`config.mk`:
```
export PLATFORM = sky130hd
export DESIGN_NAME = yasac_loader
export DESIGN_NICKNAME = d
export VERILOG_FILES = /design/src/rtl/yasac_loader.sv
export SDC_FILE = /design/constraint.sdc
export NUM_CORES = 1
export LEC_CHECK = 0
export ABC_AREA = 1
export BUFFER_PORTS_ARGS = -buffer_cell sky130_fd_sc_hd__buf_2
export CAP_MARGIN = 0
export CORE_MARGIN = 10
export CORE_UTILIZATION = 50
export DETAILED_ROUTE_END_ITERATION = 10
export PLACE_DENSITY = 0.78
export SYNTH_ARGS = -nofsm -noshare
export SYNTH_HDL_FRONTEND = slang
export SYNTH_SLANG_ARGS = --single-unit
```
`constraint.sdc`:
```
create_clock -name clk -period 1.7 [get_ports clk]
set_input_delay 0.17 -clock clk [delete_from_list [all_inputs] [get_ports clk]]
set_output_delay 0.17 -clock clk [all_outputs]
set_load 0.01 [all_outputs]
```
`src/rtl/yasac_loader.sv`:
```
// rtl/yasac_loader.sv - host byte-stream program loader and run sequencer for YASAC
// Loads {hi,lo} words into program memory, then starts the CPU and times the run.
module yasac_loader #(
  parameter int AW = 8,
  parameter int CW = 16,
  parameter logic [CW-1:0] MAXCYC = CW'(16'hFFFF)
) (
  input  logic          clk,
  input  logic          reset,
  input  logic [7:0]    rx_data,
  input  logic          rx_valid,
  output logic          rx_ready,
  output logic          pm_we,
  output logic [AW-1:0] pm_addr,
  output logic [15:0]   pm_data,
  output logic          cpu_reset,
  output logic          cpu_start,
  input  logic          cpu_ready,
  output logic          busy,
  output logic          done,
  output logic          err,
  output logic [CW-1:0] cycles,
  output logic [2:0]    state_out
);

  typedef enum logic [2:0] {
    S_IDLE  = 3'd0,
    S_HI    = 3'd1,
    S_LO    = 3'd2,
    S_FLUSH = 3'd3,
    S_START = 3'd4,
    S_RUN   = 3'd5,
    S_DONE  = 3'd6
  } state_t;

  localparam int DEPTH = 1 << AW;

  state_t        state, state_nx;
  logic [7:0]    hi;
  logic [7:0]    left;
  logic [AW-1:0] idx;
  logic [CW-1:0] cycles_inc;
  logic          accept;
  logic          too_long;
  logic          ready_exit;
  logic          timeout;

  assign accept     = rx_valid & rx_ready;
  assign too_long   = {24'd0, rx_data} > 32'(DEPTH);
  assign cycles_inc = cycles + CW'(1);
  // cycles==0 marks the first RUN cycle, where ready is still the stale pre-start value
  assign ready_exit = (cycles != '0) && cpu_ready;
  assign timeout    = (cycles_inc == MAXCYC);
  assign state_out  = state;

  always_ff @(posedge clk) begin
    if (reset) state <= S_IDLE;
    else       state <= state_nx;
  end

  always_comb begin
    state_nx  = state;
    rx_ready  = 1'b0;
    cpu_reset = 1'b1;
    cpu_start = 1'b0;
    busy      = 1'b0;
    case (state)
      S_IDLE, S_DONE: begin
        rx_ready = 1'b1;
        if (state == S_DONE) cpu_reset = err;
        if (accept) begin
          if (rx_data == 8'd0) state_nx = S_START;
          else if (too_long)   state_nx = S_DONE;
          else                 state_nx = S_HI;
        end
      end
      S_HI: begin
        rx_ready = 1'b1;
        busy     = 1'b1;
        if (accept) state_nx = S_LO;
      end
      S_LO: begin
        rx_ready = 1'b1;
        busy     = 1'b1;
        if (accept) state_nx = (left == 8'd1) ? S_FLUSH : S_HI;
      end
      S_FLUSH: begin
        busy     = 1'b1;
        state_nx = S_START;
      end
      S_START: begin
        busy      = 1'b1;
        cpu_reset = 1'b0;
        cpu_start = 1'b1;
        state_nx  = S_RUN;
      end
      S_RUN: begin
        busy      = 1'b1;
        cpu_reset = 1'b0;
        if (ready_exit || timeout) state_nx = S_DONE;
      end
      default: state_nx = S_IDLE;
    endcase
  end

  always_ff @(posedge clk) begin
    if (reset) begin
      pm_we   <= 1'b0;
      pm_addr <= '0;
      pm_data <= '0;
      cycles  <= '0;
      done    <= 1'b0;
      err     <= 1'b0;
      idx     <= '0;
      hi      <= '0;
      left    <= '0;
    end else begin
      pm_we <= 1'b0;
      case (state)
        S_IDLE, S_DONE: begin
          if (accept) begin
            done <= 1'b0;
            err  <= too_long;
            idx  <= '0;
            left <= rx_data;
          end
        end
        S_HI: begin
          if (accept) hi <= rx_data;
        end
        S_LO: begin
          if (accept) begin
            pm_we   <= 1'b1;
            pm_addr <= idx;
            pm_data <= {hi, rx_data};
            idx     <= idx + AW'(1);
            left    <= left - 8'd1;
          end
        end
        S_START: cycles <= '0;
        S_RUN: begin
          cycles <= cycles_inc;
          if (ready_exit)   done <= 1'b1;
          else if (timeout) err  <= 1'b1;
        end
        default: ;
      endcase
    end
  end

endmodule

```
==> impl_metrics.py, run 1 <==
metrics = {
    "synthesis": {
        "synth_top_cell_area_share": 0.415,
        "ys_top_cells_by_area": "dfxtp_1, nand2_1, a21oi_1",
        "synth_flop_cell": "dfxtp_1",
        "synthesis_warnings": 0,
        "synthDistinctLibCells": 35,
        "synth_top_area_cell": "dfxtp_1",
        "synthesis.instances": 482,
        "synth_async_sr_flop_share": 0,
        "syn_nets": 500,
        "avgSynthCellArea_um2": 7.00,
        "synth-edff-count": 0,
        "yosys_register_bits": 70,
        "share_of_the_yosys_chip_area_belonging_to_registers": 0.415,
        "netlist_area_pre_place_um2": 3370,
    },
    "cts": {
        "clock_insertion_delay_worst_skew_ns": 0.36,
        "cts_tree": "done",
        "cts_root_buffer": "clkbuf_8",
        "cts_buffer_depth": 2,
        "tritoncts.num_buffers": 9,
        "clk_sink_count": 70,
        "htree_num_levels": 3,
        "clock_pin_transition_on_the_worst_setup_and_hold_timing_paths_ns": 0.09,
    },
    "power": {
        "clock_power_share": 0.348,
        "power.share.sequential": 0.479,
        "switching_part_of_the_total_power": 0.320,
        "combinationalPowerShare": 0.173,
        "powerDensity_nw_per_um2": 868,
        "ir_drop_v": 0.000529,
        "power.switching_uw": 1180,
        "p_leak_uw": 0.00193,
        "intPower_uw": 2520,
    },
    "critical_path": {
        "worstPathArrival_ns": 2.01,
        "max_stage_delay_ns": 0.38,
        "worst-r2r-cell-count": 12,
        "worst-endpoint-required_ns": 1.95,
        "cp-start-kind": "flop",
        "slowest_stage": "dfxtp_4",
        "timing.reg2reg.setup_slack_ns": -0.05,
        "timing.critical_path.to_type": "flop",
        "critical_path.cell_chain": "ha_4 -> nand3_2 -> nor2_2 -> nand4_1 -> nand2_1 -> nand2_1 -> nor2_2 -> nand3_2 -> nand2_4 -> nand3_2 -> nand2_1 -> nor2_1",
        "crit_type": "reg2reg",
        "path_max_fanout": 5,
    },
    "timing": {
        "final.setup_skew_ns": 0.0165,
        "finalMaxSlewViolations": 0,
        "timing.hold.ws_ns": 0.0954,
        "fin_crit_sh": 1.03,
        "grt_setup_unrepaired": "yes",
        "layout_setup_ws_ns": -0.0540,
        "period_needed_ns": 1.75,
        "finalSetupViolCount": 3,
        "hold_viol": 0,
        "maximum_clock_frequency_ghz": 0.570,
        "worst_margin_slew_ns": 0.472,
        "slew-limit-headroom": 0.682,
    },
    "placement": {
        "detailed_place_hpwl_mm": 6.66,
        "gp_routability_congestion": 0.913,
        "numPortBuffers": 61,
        "place.detailed.instances": 625,
    },
    "cells_and_area": {
        "final_nets": 589,
        "layout.cells.most_common_list": "nand2_1, dfxtp_1, buf_2",
        "final_common_cell": "nand2_1",
        "layout-drive-gt1-share": 0.280,
        "antenna-diode-count": 0,
        "num-fill-cells": 540,
        "layout_cells_excl_fill": 653,
        "syn_to_layout_area_delta_pct": 26.6,
    },
    "grt": {
        "wire_length_of_the_first_global_routing_pass_mm": 15.6,
        "pin_count_of_the_biggest_net_entering_global_routing": 42,
        "grt_pass1_vias": 3277,
        "gr-total-overflow": 0,
        "grt.total_usage": 0.184,
        "antenna_violations_before_repair": 0,
    },
    "worst_hold_path": {
        "hold_class": "in2reg",
        "worstHoldPathCells": 3,
    },
    "drt": {
        "drt-pass1-iter-count": 5,
        "drc_viols": 0,
        "detailroute.wirelength.met2_mm": 4.48,
        "top_signal_layer_used": "met4",
        "route.detailed.wl_per_inst_um": 14.9,
        "wirelength_met1_mm": 4.24,
        "met3WireLength_um": 755,
        "drc_violation_total_after_the_first_tritonroute_iteration": 352,
        "vias": 3576,
        "totalWireLength_mm": 9.70,
        "via_per_inst": 5.48,
        "route.antenna.remaining_nets": 0,
    },
    "die": {
        "fp.coreArea_um2": 6460,
        "placement_rows": 29,
        "boundaryPins": 62,
        "die_w_um": 102,
        "initial_core_util": 0.522,
        "dieArea_um2": 10400,
        "die_h_um": 102,
    },
    "run_status": {
        "run_status": "complete, but fails checks",
        "violations_in_the_final_reports": "setup timing",
    },
    "run": {
        "max_cap_violations": 0,
    },
}
what timing repair did:
item,CTS,global route
endpoints found under the setup margin,4,16
hold buffers,0,0
pin swaps,5,6
setup buffers,4,8
gates resized for setup,19,17
path summary, 6_finish.rpt:
check / from / end
max: cycles[1] / state_out[1]
min: rx_data[5] / hi[5]
max reg2reg: cycles[1] / state_out[1]
min reg2reg: idx[6] / idx[6]
sequential cells by signal (all words and copies together) (netlist names):
register,flops
left,8
done,1
pm_we,1
pm_data,16
idx,8
cycles,16
err,1
hi,8
state_out,3
pm_addr,8
worst max-delay path: cells and delay by family, from the launching register on:
| kind | cells | cell delay [ns] |
|---|---|---|
| simple gates | 11 | 1.09 |
| flops | 1 | 0.38 |
| fa+ha+maj | 1 | 0.17 |
kinds of logic after synthesis:
kind of cell	after synthesis	synth area share
AOI/OAI and AO/OA	110	0.178
xor gates and xnor gates	5	0.0130
buffers and inverters	67	0.0760
adders and majority gates	6	0.0223
and+or+nand+nor	224	0.296
DFF	70	0.415
power by group through the flow:
stage               Combinational [uW]  Sequential [uW]  Clock [uW]
finish                             640             1780        1290
global route                       714             1790        1380
CTS                                607             1770        1300
detailed placement                 595             1810           0
global placement                   581             1810           0
floorplan                          359             1830           0
cell usage after synthesis, types with 2 or more instances:
cell type and instances:
nand2_1 97, dfxtp_1 70, nor2_1 60, a21oi_1 54, inv_1 49, o21ai_0 38
nand3_1 29, clkbuf_1 13, nand4_1 8, nand2_2 7, ha_1 6, nor3_1 6
o211ai_1 6, nor2_2 5, nor2_4 4, nor4_1 4, buf_2 3, xor2_1 3
o21bai_1 2, o31ai_1 2, xnor2_1 2
routing by layer:
layer | track usage | up-vias
met5 | 0 | -
met4 | 0.0813 | 0
met3 | 0.0391 | 23
met2 | 0.293 | 149
met1 | 0.235 | 1637
li1 | - | 1767
through the flow:
| stage | power (uW) | area (um^2) | setup WS [ns] | util | TNS (ns) |
|---|---|---|---|---|---|
| 2_1_floorplan | 2190 | 3370 | 0.0231 | - | 0 |
| 3_3_place_gp | 2390 | 3880 | -0.00626 | 0.602 | -0.0139 |
| 3_5_place_dp | 2410 | 3880 | -0.133 | 0.602 | -0.383 |
| 4_1_cts | 3680 | 4160 | -0.0312 | 0.644 | -0.0795 |
| 5_1_grt | 3880 | 4270 | -0.191 | 0.661 | -0.671 |
| 6_report | 3710 | 4270 | -0.0540 | 0.661 | -0.143 |
cell type report:
class	instances	area, um^2	area share
inverters	50	191	0.0448
clock inverters	7	61.3	0.0144
well taps	77	96.3	0.0226
clock buffers	9	124	0.0290
repair buffers	95	577	0.135
multi-input cells	345	1800	0.421
flip-flops and latches	70	1420	0.333
(Power assumes the default switching activity.)
==> run 2: changes to the inputs <==
ABC_AREA = unset   (was 1)
PLACE_DENSITY = 0.77   (was 0.78)
==> impl_metrics.py, run 2 <==
metrics = {
    "run_status": {
        "run_status": "finished, final reports clean",
    },
    "critical_path": {
        "worstPathArrival_ns": 1.97,
        "worstReg2RegEnd": "err",
        "worst-r2r-cell-count": 7,
        "cp-start-kind": "flop",
        "slowest_stage": "dfxtp_2",
        "worstSetupStartpoint": "cycles[3]",
        "critical_path.cell_chain": "nand2_1 -> a21oi_1 -> nor3_1 -> a2111oi_4 -> buf_4 -> nand2_1 -> o32ai_2",
        "reg2reg_from": "cycles[3]",
        "timing.reg2reg.setup_slack_ns": 0.003,
        "path_max_fanout": 7,
        "crit_path_frequent_cell": "nand2_1",
        "timing.critical_path.to_type": "flop",
        "setup.worst_path.end": "err",
        "worst-endpoint-required_ns": 1.97,
        "max_stage_delay_ns": 0.42,
        "crit_type": "reg2reg",
    },
    "cells_and_area": {
        "antenna-diode-count": 0,
        "layout.cells.most_common_list": "nand2_1, buf_2, dfxtp_1",
        "final_common_cell": "nand2_1",
        "layout-drive-gt1-share": 0.295,
        "layout_top_registers": "cycles (16), pm_data (16)",
        "syn_to_layout_area_delta_pct": 23.3,
        "final_nets": 529,
    },
    "run": {
        "max_cap_violations": 0,
    },
    "power": {
        "post-layout-total-power_uw": 3530,
        "ir_drop_v": 0.000520,
        "powerDensity_nw_per_um2": 825,
        "p_leak_uw": 0.00170,
    },
    "synthesis": {
        "synthesis.instances": 431,
        "synth_flop_cell": "dfxtp_1",
        "yosys_register_bits": 70,
        "synthDistinctLibCells": 57,
        "netlist_area_pre_place_um2": 3470,
        "ys_top_cells_by_area": "dfxtp_1, nand2_1, a21oi_1",
        "share_of_the_yosys_chip_area_belonging_to_registers": 0.404,
        "synthMostInstantiatedCell": "nand2_1",
        "syn_nets": 449,
        "synth_top_area_cell": "dfxtp_1",
        "synth_async_sr_flop_share": 0,
        "synth-edff-count": 0,
        "synthesis_warnings": 0,
        "synth_top_cell_area_share": 0.404,
        "avgSynthCellArea_um2": 8.06,
        "post_synth_most_frequent_cells": "nand2_1, dfxtp_1, a21oi_1, nor2_1, o21ai_0",
    },
    "timing": {
        "finalSetupViolCount": 0,
        "period_needed_ns": 1.70,
        "worst_margin_slew_ns": 0.554,
        "maximum_clock_frequency_ghz": 0.589,
        "final.setup_skew_ns": 0.0134,
        "layout_setup_ws_ns": 0.00291,
        "finalMaxSlewViolations": 0,
        "timing.hold.ws_ns": 0.0814,
        "setup-tns-final_ns": 0,
        "grt_setup_unrepaired": "yes",
        "fin_crit_sh": 0.998,
        "hold_viol": 0,
        "slew-limit-headroom": 0.631,
    },
    "die": {
        "boundaryPins": 62,
        "fp.coreArea_um2": 6760,
        "die_w_um": 103,
        "placement_rows": 30,
        "dieArea_um2": 10700,
        "die_h_um": 103,
        "initial_core_util": 0.514,
    },
    "cts": {
        "htree_num_levels": 3,
        "clock_pin_transition_on_the_worst_setup_and_hold_timing_paths_ns": 0.09,
        "hold_buffers": 0,
        "tritoncts.num_buffers": 9,
        "clk_sink_count": 70,
        "cts_root_buffer": "clkbuf_8",
        "cts_tree": "done",
        "clock_insertion_delay_worst_skew_ns": 0.35,
        "cts_buffer_depth": 2,
    },
    "drt": {
        "route.antenna.remaining_nets": 0,
        "vias": 3421,
        "drc_violation_total_after_the_first_tritonroute_iteration": 338,
        "route.detailed.wl_per_inst_um": 16.0,
        "totalWireLength_mm": 9.53,
        "drt-pass1-iter-count": 5,
        "via_per_inst": 5.74,
        "drc_viols": 0,
    },
    "worst_hold_path": {
        "hold_class": "in2reg",
    },
    "grt": {
        "grt_pass1_vias": 3164,
        "pin_count_of_the_biggest_net_entering_global_routing": 28,
        "gr-total-overflow": 0,
        "wire_length_of_the_first_global_routing_pass_mm": 15.1,
        "antenna_violations_before_repair": 0,
        "grt.total_usage": 0.178,
    },
    "placement": {
        "gp_routability_congestion": 0.915,
        "numPortBuffers": 61,
        "detailed_place_hpwl_mm": 6.88,
        "pre_cts_slack_ns": -0.0789,
    },
}
==> run 2: final cells by class <==
cell class	count	area, um^2
multi-input cells	321	1910
clock inverters	7	80.1
clock buffers	9	124
flip-flops and latches	70	1430
repair buffers	101	613
inverters	8	30.0
fillers	582	2470
well taps	80	100
==> run 2: worst min-delay path by stage <==
stage               startpoint  cells past startpoint    endpoint  slack [ns]
global placement         hi[0]                      2  pm_data[8]        0.44
floorplan           rx_data[0]                      2  pm_data[0]        0.31
finish              rx_data[5]                      3  pm_data[5]        0.08
CTS                 rx_data[2]                      3  pm_data[2]        0.08
global route        rx_data[5]                      3  pm_data[5]        0.09
detailed placement  pm_data[7]                      2  pm_data[7]        0.45
==> run 2: per-stage QoR <==
step,cells,area (um^2),util
2_1_floorplan,431,3490,-
3_3_place_gp,578,3970,0.588
3_5_place_dp,578,3970,0.588
4_1_cts,595,4210,0.623
5_1_grt,596,4280,0.634
6_report,596,4280,0.634
==> run 2: logic make-up (layout without fill, tap and decap cells) <==
family | after synthesis | in the layout | share of synthesized area
xor gates and xnor gates | 8 | 8 | 0.0202
and+or+nand+nor | 192 | 192 | 0.268
AOI/OAI and AO/OA | 106 | 106 | 0.191
buffers and inverters | 40 | 125 | 0.0703
adders and majority gates | 6 | 6 | 0.0216
muxes | 9 | 9 | 0.0259
DFF | 70 | 70 | 0.404
==> run 2: timing repair <==
item / in CTS / in global routing
pin swaps: 5 / 9
setup buffers: 1 / 1
resized for setup: 10 / 18
setup endpoints to repair: 4 / 15
==> run 2: report_power, final <==
part           internal [uW]  total, uW  leakage, uW  switching (uW)
combinational            159        405      0.00103             247
clock                    698       1410     0.000102             708
sequential              1680       1720     0.000574            45.4
==> run 2: routing by layer <==
metal,GRT usage,part of all wire,vias up
li1,-,-,1670
met1,0.225,0.44,1608
met2,0.279,0.47,123
met3,0.0492,0.072,20
met4,0.0717,0.018,0
met5,0,0,-
==> run 2: worst max-delay path: cells and delay by family, from the launching register on <==
family	cells	cell delay, ns
flops	1	0.42
simple gates	3	0.27
buf+inv	1	0.19
compound gates	3	0.74
==> run 3: changes to the inputs <==
CTS_BUF_LIST = sky130_fd_sc_hd__clkbuf_16   (was unset)
==> impl_metrics.py, run 3 (synthesis gave the netlist of run 2 again) <==
metrics = {
    "run_status": {
        "run_status": "complete, but fails checks",
        "violations_in_the_final_reports": "setup timing",
    },
    "timing": {
        "period_needed_ns": 1.73,
        "worst_margin_slew_ns": 0.550,
        "finalSetupViolCount": 2,
        "final.setup_skew_ns": 0.00640,
        "layout_setup_ws_ns": -0.0280,
        "setup-tns-final_ns": -0.0396,
        "slew-limit-headroom": 0.630,
        "finalMaxSlewViolations": 0,
        "fin_crit_sh": 1.02,
        "maximum_clock_frequency_ghz": 0.579,
        "grt_setup_unrepaired": "yes",
        "timing.hold.ws_ns": 0.113,
        "hold_viol": 0,
    },
    "worst_hold_path": {
        "hold_class": "in2reg",
        "hold_end": "pm_data[2]",
        "hold_path_origin": "rx_data[2]",
        "worstHoldPathCells": 3,
    },
    "drt": {
        "route.detailed.wl_per_inst_um": 16.0,
        "via_per_inst": 5.73,
        "drc_violation_total_after_the_first_tritonroute_iteration": 298,
        "drc_viols": 0,
        "route.antenna.remaining_nets": 0,
        "wirelength_met1_mm": 4.20,
        "drt-pass1-iter-count": 4,
        "vias": 3416,
        "top_signal_layer_used": "met4",
        "totalWireLength_mm": 9.54,
        "met3WireLength_um": 605,
        "detailroute.wirelength.met2_mm": 4.57,
    },
    "cts": {
        "hold_buffers": 0,
        "cts_tree": "done",
        "cts_buffer_depth": 2,
        "htree_num_levels": 3,
        "clock_pin_transition_on_the_worst_setup_and_hold_timing_paths_ns": 0.06,
        "clk_sink_count": 70,
        "tritoncts.num_buffers": 9,
        "clock_insertion_delay_worst_skew_ns": 0.33,
        "cts_root_buffer": "clkbuf_16",
    },
    "power": {
        "intPower_uw": 2990,
        "ir_drop_v": 0.000660,
        "powerDensity_nw_per_um2": 930,
        "clock_power_share": 0.472,
        "switching_part_of_the_total_power": 0.260,
        "combinationalPowerShare": 0.101,
        "p_leak_uw": 0.00173,
        "power.switching_uw": 1050,
        "power.share.sequential": 0.427,
    },
    "critical_path": {
        "reg2reg_from": "cycles[0]",
        "max_stage_delay_ns": 0.38,
        "timing.critical_path.to_type": "flop",
        "slowest_stage": "dfxtp_4",
        "worst-r2r-cell-count": 7,
        "timing.reg2reg.setup_slack_ns": -0.03,
        "crit_type": "reg2reg",
        "worstReg2RegEnd": "err",
        "worstPathArrival_ns": 1.97,
        "critical_path.cell_chain": "ha_4 -> a21boi_2 -> nand3b_1 -> a211o_1 -> a2bb2oi_2 -> nand2_1 -> o32ai_2",
        "cp-start-kind": "flop",
        "worst-endpoint-required_ns": 1.94,
        "path_max_fanout": 5,
    },
    "cells_and_area": {
        "layout_top_registers": "cycles (16), pm_data (16)",
        "ff_latch_area_um2": 1430,
        "final_nets": 529,
        "multi_input_comb_area_um2": 1870,
        "num-fill-cells": 571,
        "antenna-diode-count": 0,
        "layout-drive-gt1-share": 0.293,
        "syn_to_layout_area_delta_pct": 25.2,
        "final_common_cell": "nand2_1",
        "layout.cells.most_common_list": "nand2_1, buf_2, dfxtp_1",
    },
    "placement": {
        "numPortBuffers": 61,
        "gp_routability_congestion": 0.915,
        "detailed_place_hpwl_mm": 6.88,
    },
    "die": {
        "initial_core_util": 0.514,
        "placement_rows": 30,
        "die_w_um": 103,
        "die_h_um": 103,
        "dieArea_um2": 10700,
        "fp.coreArea_um2": 6760,
        "boundaryPins": 62,
    },
    "run": {
        "max_cap_violations": 0,
    },
    "grt": {
        "grt.total_usage": 0.178,
        "pin_count_of_the_biggest_net_entering_global_routing": 28,
        "grt_pass1_vias": 3190,
        "antenna_violations_before_repair": 0,
        "gr-total-overflow": 0,
        "wire_length_of_the_first_global_routing_pass_mm": 15.2,
    },
}
==> run 3: cell counts in the layout (fill, tap and decap cells not counted) <==
No cell type changed its count.
==> run 3: how the worst max path moves through the flow <==
stage,startpoint,endpoint,slack (ns),depth (start not counted)
2_1_floorplan,cycles[0],state_out[0],0.04,9
3_3_place_gp,cycles[2],err,-0.0005,6
3_5_place_dp,cycles[2],err,-0.08,6
4_1_cts,cycles[0],err,0.00009,7
5_1_grt,cycles[2],err,-0.10,7
6_report,cycles[0],err,-0.03,7
==> run 3: power groups by stage <==
stage | registers, uW | logic, uW | clock network (uW)
2_1_floorplan | 1750 | 261 | 0
3_3_place_gp | 1760 | 392 | 0
5_1_grt | 1730 | 449 | 2000
4_1_cts | 1720 | 405 | 1930
6_report | 1720 | 408 | 1910
3_5_place_dp | 1760 | 400 | 0
==> run 3: stage by stage <==
step,util,instance area (um^2),total power (uW),setup WS [ns],std cells
2_1_floorplan,-,3490,2010,0.0379,431
3_3_place_gp,0.588,3970,2150,-0.000471,578
3_5_place_dp,0.588,3970,2160,-0.0789,578
4_1_cts,0.638,4310,4050,0.0000919,595
5_1_grt,0.644,4350,4180,-0.102,596
6_report,0.644,4350,4040,-0.0280,596
==> run 3: final cells by class <==
cell class,count,area share
clock inverters,7,0.0184
inverters,8,0.00691
well taps,80,0.0230
flip-flops and latches,70,0.328
repair buffers,101,0.141
multi-input cells,321,0.431
clock buffers,9,0.0518
==> run 3: what timing repair did <==
item | in CTS | in global routing
setup endpoints to repair | 4 | 17
pin swaps | 5 | 4
resized for setup | 11 | 13
setup buffers | 1 | 1
==> run 3: routing by layer <==
metal | global-route usage | vias up
li1 | - | 1682
met1 | 0.227 | 1607
met2 | 0.284 | 105
met3 | 0.0452 | 22
met4 | 0.0652 | 0
met5 | 0 | -
==> run 3: critical path: cells and delay by family, from the launching register on <==
family / cells / cell delay (ns)
compound gates: 4 / 0.93
simple gates: 2 / 0.19
flops: 1 / 0.38
fa+ha+maj: 1 / 0.14
